## src/rtl/game_tick_scheduler.sv

```systemverilog
// Game tick scheduler: five periodic tick channels gated by an IDLE/RUN/PAUSED/OVER FSM.
// Optional macro TICK_SCHED_LEVEL_EN scales the blue/green drop periods by LEVEL.
module game_tick_scheduler #(
  parameter int P_PLAYER = 11000004,
  parameter int P_BLUE   = 5000004,
  parameter int P_GREEN  = 4000004,
  parameter int P_SCAN   = 100004,
  parameter int P_SEC    = 110000004
) (
  input  logic       CLK,
  input  logic       RST_N,
  input  logic       START,
  input  logic       PAUSE,
  input  logic       HIT,
  input  logic [1:0] LEVEL,
  output logic       TICK_PLAYER,
  output logic       TICK_BLUE,
  output logic       TICK_GREEN,
  output logic       TICK_SCAN,
  output logic       TICK_SEC,
  output logic [1:0] STATE,
  output logic [7:0] SECONDS
);

  localparam int N_CH    = 5;
  localparam int CH_SCAN = 3;
  localparam int CH_SEC  = 4;

  function automatic int period_of(input int ch);
    case (ch)
      0:       return P_PLAYER;
      1:       return P_BLUE;
      2:       return P_GREEN;
      3:       return P_SCAN;
      default: return P_SEC;
    endcase
  endfunction

  function automatic int max_period();
    int m;
    m = P_PLAYER;
    if (P_BLUE  > m) m = P_BLUE;
    if (P_GREEN > m) m = P_GREEN;
    if (P_SCAN  > m) m = P_SCAN;
    if (P_SEC   > m) m = P_SEC;
    return m;
  endfunction

  localparam int P_MAX = max_period();
  localparam int CNT_W = (P_MAX > 1) ? $clog2(P_MAX) : 1;

  typedef enum logic [1:0] {
    S_IDLE   = 2'd0,
    S_RUN    = 2'd1,
    S_PAUSED = 2'd2,
    S_OVER   = 2'd3
  } state_t;

  state_t            state_reg, state_next;
  logic              pause_q_reg;
  logic              pause_rise;
  logic              run_en, hold_en, sec_clear;
  logic [N_CH-1:0]   tick_vec;
  logic [7:0]        sec_reg;

  assign pause_rise = PAUSE & ~pause_q_reg;

  always_ff @(posedge CLK or negedge RST_N) begin
    if (!RST_N) begin
      state_reg   <= S_IDLE;
      pause_q_reg <= 1'b0;
    end else begin
      state_reg   <= state_next;
      pause_q_reg <= PAUSE;
    end
  end

  // HIT outranks a simultaneous pause edge while running.
  always_comb begin
    state_next = state_reg;
    case (state_reg)
      S_IDLE:   if (START) state_next = S_RUN;
      S_RUN:    if (HIT) state_next = S_OVER;
                else if (pause_rise) state_next = S_PAUSED;
      S_PAUSED: if (pause_rise) state_next = S_RUN;
      S_OVER:   if (START) state_next = S_RUN;
      default:  state_next = S_IDLE;
    endcase
  end

  always_comb begin
    run_en    = 1'b0;
    hold_en   = 1'b0;
    sec_clear = 1'b0;
    STATE     = state_reg;
    case (state_reg)
      S_RUN:          run_en    = 1'b1;
      S_PAUSED:       hold_en   = 1'b1;
      S_IDLE, S_OVER: sec_clear = START;
      default: ;
    endcase
  end

`ifndef TICK_SCHED_LEVEL_EN
  logic unused_level;
  assign unused_level = ^LEVEL;
`endif

  // Ticks fire on counter >= Peff-1 so a shrinking period reloads immediately.
  generate
    for (genvar gi = 0; gi < N_CH; gi++) begin : g_ch
      localparam int P_CH     = period_of(gi);
      localparam bit FREE_RUN = (gi == CH_SCAN);
      logic [CNT_W-1:0] cnt_reg;
      logic [31:0]      peff;
      logic             tick;

      if (gi == 1 || gi == 2) begin : g_scaled
`ifdef TICK_SCHED_LEVEL_EN
        logic [31:0] shifted;
        assign shifted = 32'(P_CH) >> LEVEL;
        assign peff    = (shifted < 32'd4) ? 32'd4 : shifted;
`else
        assign peff = 32'(P_CH);
`endif
      end else begin : g_fixed
        assign peff = 32'(P_CH);
      end

      assign tick = (FREE_RUN || run_en) && (32'(cnt_reg) >= (peff - 32'd1));
      assign tick_vec[gi] = tick;

      always_ff @(posedge CLK or negedge RST_N) begin
        if (!RST_N)                   cnt_reg <= '0;
        else if (tick)                cnt_reg <= '0;
        else if (FREE_RUN || run_en)  cnt_reg <= cnt_reg + 1'b1;
        else if (!hold_en)            cnt_reg <= '0;
      end
    end
  endgenerate

  always_ff @(posedge CLK or negedge RST_N) begin
    if (!RST_N)                                    sec_reg <= 8'd0;
    else if (sec_clear)                            sec_reg <= 8'd0;
    else if (tick_vec[CH_SEC] && sec_reg != 8'hFF) sec_reg <= sec_reg + 8'd1;
  end

  assign TICK_PLAYER = tick_vec[0];
  assign TICK_BLUE   = tick_vec[1];
  assign TICK_GREEN  = tick_vec[2];
  assign TICK_SCAN   = tick_vec[CH_SCAN];
  assign TICK_SEC    = tick_vec[CH_SEC];
  assign SECONDS     = sec_reg;

endmodule

```

## config.mk

```make
export PLATFORM = sky130hd
export DESIGN_NAME = game_tick_scheduler
export DESIGN_NICKNAME = d
export VERILOG_FILES = /design/src/rtl/game_tick_scheduler.sv
export SDC_FILE = /design/constraint.sdc
export NUM_CORES = 1
export LEC_CHECK = 0
export CORE_MARGIN = 8
export CORE_UTILIZATION = 55
export DETAILED_ROUTE_END_ITERATION = 8
export PLACE_DENSITY_LB_ADDON = 0.2
export SLEW_MARGIN = 15
export SYNTH_ARGS = -nofsm -noshare
export SYNTH_HDL_FRONTEND = slang
export SYNTH_SLANG_ARGS = --single-unit
```

## constraint.sdc

```tcl
create_clock -name CLK -period 5.3 [get_ports CLK]
set_clock_uncertainty 0.15 [all_clocks]
set_input_delay 1.06 -clock CLK [delete_from_list [all_inputs] [get_ports CLK]]
set_output_delay 1.06 -clock CLK [all_outputs]
set_load 0.05 [all_outputs]
```

==> results.toml <==
[cells_and_area]
fillers = 1107
n_antenna_cell = 0
final_util = 0.6272
finalNetCount = 874
drive_gt1_frac = 0.06307
area.growth.synth_to_final_pct = 11.88
instances_no_fill = 1052
largest_reg_flops = 135

[global_route]
grt_overflow = 0
antenna_found_initial = 0
grt_pass1_vias = 6408
grt_pass1_wl_um = 29780
gr-usage-all-layers = 0.1971
grt_max_degree = 114

[clock_network]
clock_latency_ns = 0.43
postCtsSetupBuffers = 0
cts_tree = "done"
cts_hold_buf = 0
cts_root_buf = "clkbuf_16"
clk_pin_slew_worst_paths_ns = 0.06
htreeDepth = 4
cts_made_buffers = 17
clock-sinks = 146
cts_max_path_buffers = 2
cts_resized = 0

[critical_path]
critPathKind = "register to output port"
critical_path_required_ns = 4.09
cp-start-kind = "register"
arrival_ns = 3.32
setup.worst_path.end_class = "output port"
cp_max_fo = 11

[power_and_ir_drop]
p_per_area_mw_per_mm2 = 389.0
peakVddDrop_mv = 0.2718
leakagePower_nw = 3.723

[synth]
seq_area_frac_synth = 0.4713
synthCells = 849
synth_xor_area_frac = 0.02260
yosys-top-cells-area = "dfrtp_1 47%, nand2_1 4.9%, nand3_1 3.6%, a21oi_1 3.1%, nor2_1 2.7%"
synth.avg_cell_area_um2 = 9.130
synth-main-ff-cell = "dfrtp_1"
synthDistinctLibCells = 70
ys_seq_elements = 146
syn_area_mm2 = 0.007751
synthMuxAreaShare = 0.02599
synth-adder-area-share = 0.01291
synthDominantCellAreaShare = 0.4713
ys_async_sr_fraction = 1.000
ys_top_cells_by_count = "146 x dfrtp_1, 102 x nand2_1, 55 x nand3_1, 55 x nor2_1, 48 x a21oi_1"
synthSimpleGateAreaFrac = 0.2521
synth_area_leader_cell = "dfrtp_1"
synth_edf_count = 0
synth_most_common_cell = "dfrtp_1"
synth_top_family_by_area = "simple AND/OR/NAND/NOR gates"
synth_compound_area_frac = 0.1789
synth_warnings = 0

[drt]
dr.pass1.iters = 5
drt_iter0_markers = 508
viasPerCell = 6.189
routedWlPerCell_um = 16.07
drt-total-wl_um = 16900
vias = 6511
ant_nets = 0
drc = 0

[placed_design]
preCtsSetupSlack_ns = 1.187
io_buffers = 19
placedCellCount = 1020
dp_hpwl_um = 10870
place.gp.congestion = 0.8246

[floorplanning]
rows = 43
start_util = 0.5606
die_w_um = 134.7
die_h_um = 134.7
coreArea_mm2 = 0.01383
dieArea_mm2 = 0.01815
io_pins = 22

[timing]
setup_tns_ns = 0
fmax_mhz = 220.6
max_slew_margin = 0.2856
period_share = 0.8551
setup_viol_count_final = 0
worst-slew-pin-transition_ns = 1.066
rsz0062_at_grt = "false"
slew_viol_final = 0
period_needed_ns = 4.532
hold_viol_final = 0
hold_slack_ns = 0.3395
setup_ws_ns = 0.7678

[worst_hold_path]
holdCritPathClass = "register to register"

[status]
outcome = "completed"

[flow_run]
maxCapViolations = 0
-- logic make-up after synthesis --
group                      Yosys count
DFF                                146
buffers and inverters               68
muxes                               20
xor gates and xnor gates            20
adders and majority gates            8
AOI/OAI and AO/OA                  207
other                                1
and+or+nand+nor                    379
-- report_power, final --
group          switching [mW]  internal (mW)
sequential             0.0636           1.17
combinational           0.653          0.269
clock                   0.469          0.754
-- worst max-delay path: stages (launching register included) --
cell	delay, ns
dfrtp_1	0.43
ha_1	0.26
or4_1	0.50
o211a_1	0.26
o211ai_1	0.34
nand2_1	0.31
clkdlybuf4s50_1	0.79
-- cell type report --
class	instances	area, µm²	area share
Multi-Input combinational cell	644	3857	0.4448
Sequential cell	146	3654	0.4213
Clock buffer	20	446.7	0.05151
Timing Repair Buffer	25	236.5	0.02727
Tap cell	180	225.2	0.02597
Clock inverter	12	158.9	0.01832
Inverter	25	93.84	0.01082
-- final timing paths --
path | start | endpoint | slack [ns] | depth (start not counted)
worst max-delay path | g_ch[4].cnt_reg[0] | TICK_SEC | 0.77 | 6
worst min-delay path | g_ch[1].cnt_reg[23] | g_ch[1].cnt_reg[23] | 0.34 | 1
worst max register to register | g_ch[4].cnt_reg[0] | g_ch[4].cnt_reg[20] | 2.09 | 7
worst min register to register | g_ch[1].cnt_reg[23] | g_ch[1].cnt_reg[23] | 0.34 | 1
max in group asynchronous | RST_N | g_ch[1].cnt_reg[9] | 3.30 | 2
min in group asynchronous | RST_N | g_ch[3].cnt_reg[13] | 0.63 | 1
-- through the flow --
step | area (µm²) | total power, mW
floorplan | 7785 | 1.947
global placement | 8066 | 2.125
detailed placement | 8066 | 2.167
CTS | 8672 | 3.406
global route | 8672 | 3.562
finish | 8672 | 3.374
-- placed cells by master (no fill, tap or decap), types with 6 or more instances in the layout --
cell             count
a21o_1              13
nor4_1              13
mux2i_1             19
xor2_1              10
ha_1                 7
a211oi_1             6
a41oi_1              9
and4_1               7
dfrtp_1            146
nor2_1              55
buf_4                6
inv_1               24
nor3_1              24
clkbuf_16           17
o21ai_1             18
or3_1               17
xnor2_1             10
a21oi_1             48
nand3_1             55
a31oi_1             29
nand2_1            102
clkdlybuf4s50_1     18
conb_1              10
o311ai_1             7
and3_1              23
o21ai_0             27
and2_1              23
or2_2                7
nand4_1             28
-- per-layer routing --
metal  part of all wire  vias up  routed length [µm]  GRT usage
met5                  0        -                   0          0
met3              0.031       13                 529    0.04346
met1               0.45     3243                7679     0.2464
met4             0.0092        0                 155    0.06363
li1                   -     3146                   -          -
met2               0.51      109                8536     0.3312
No activity file was read; power rests on OpenSTA's default activity.
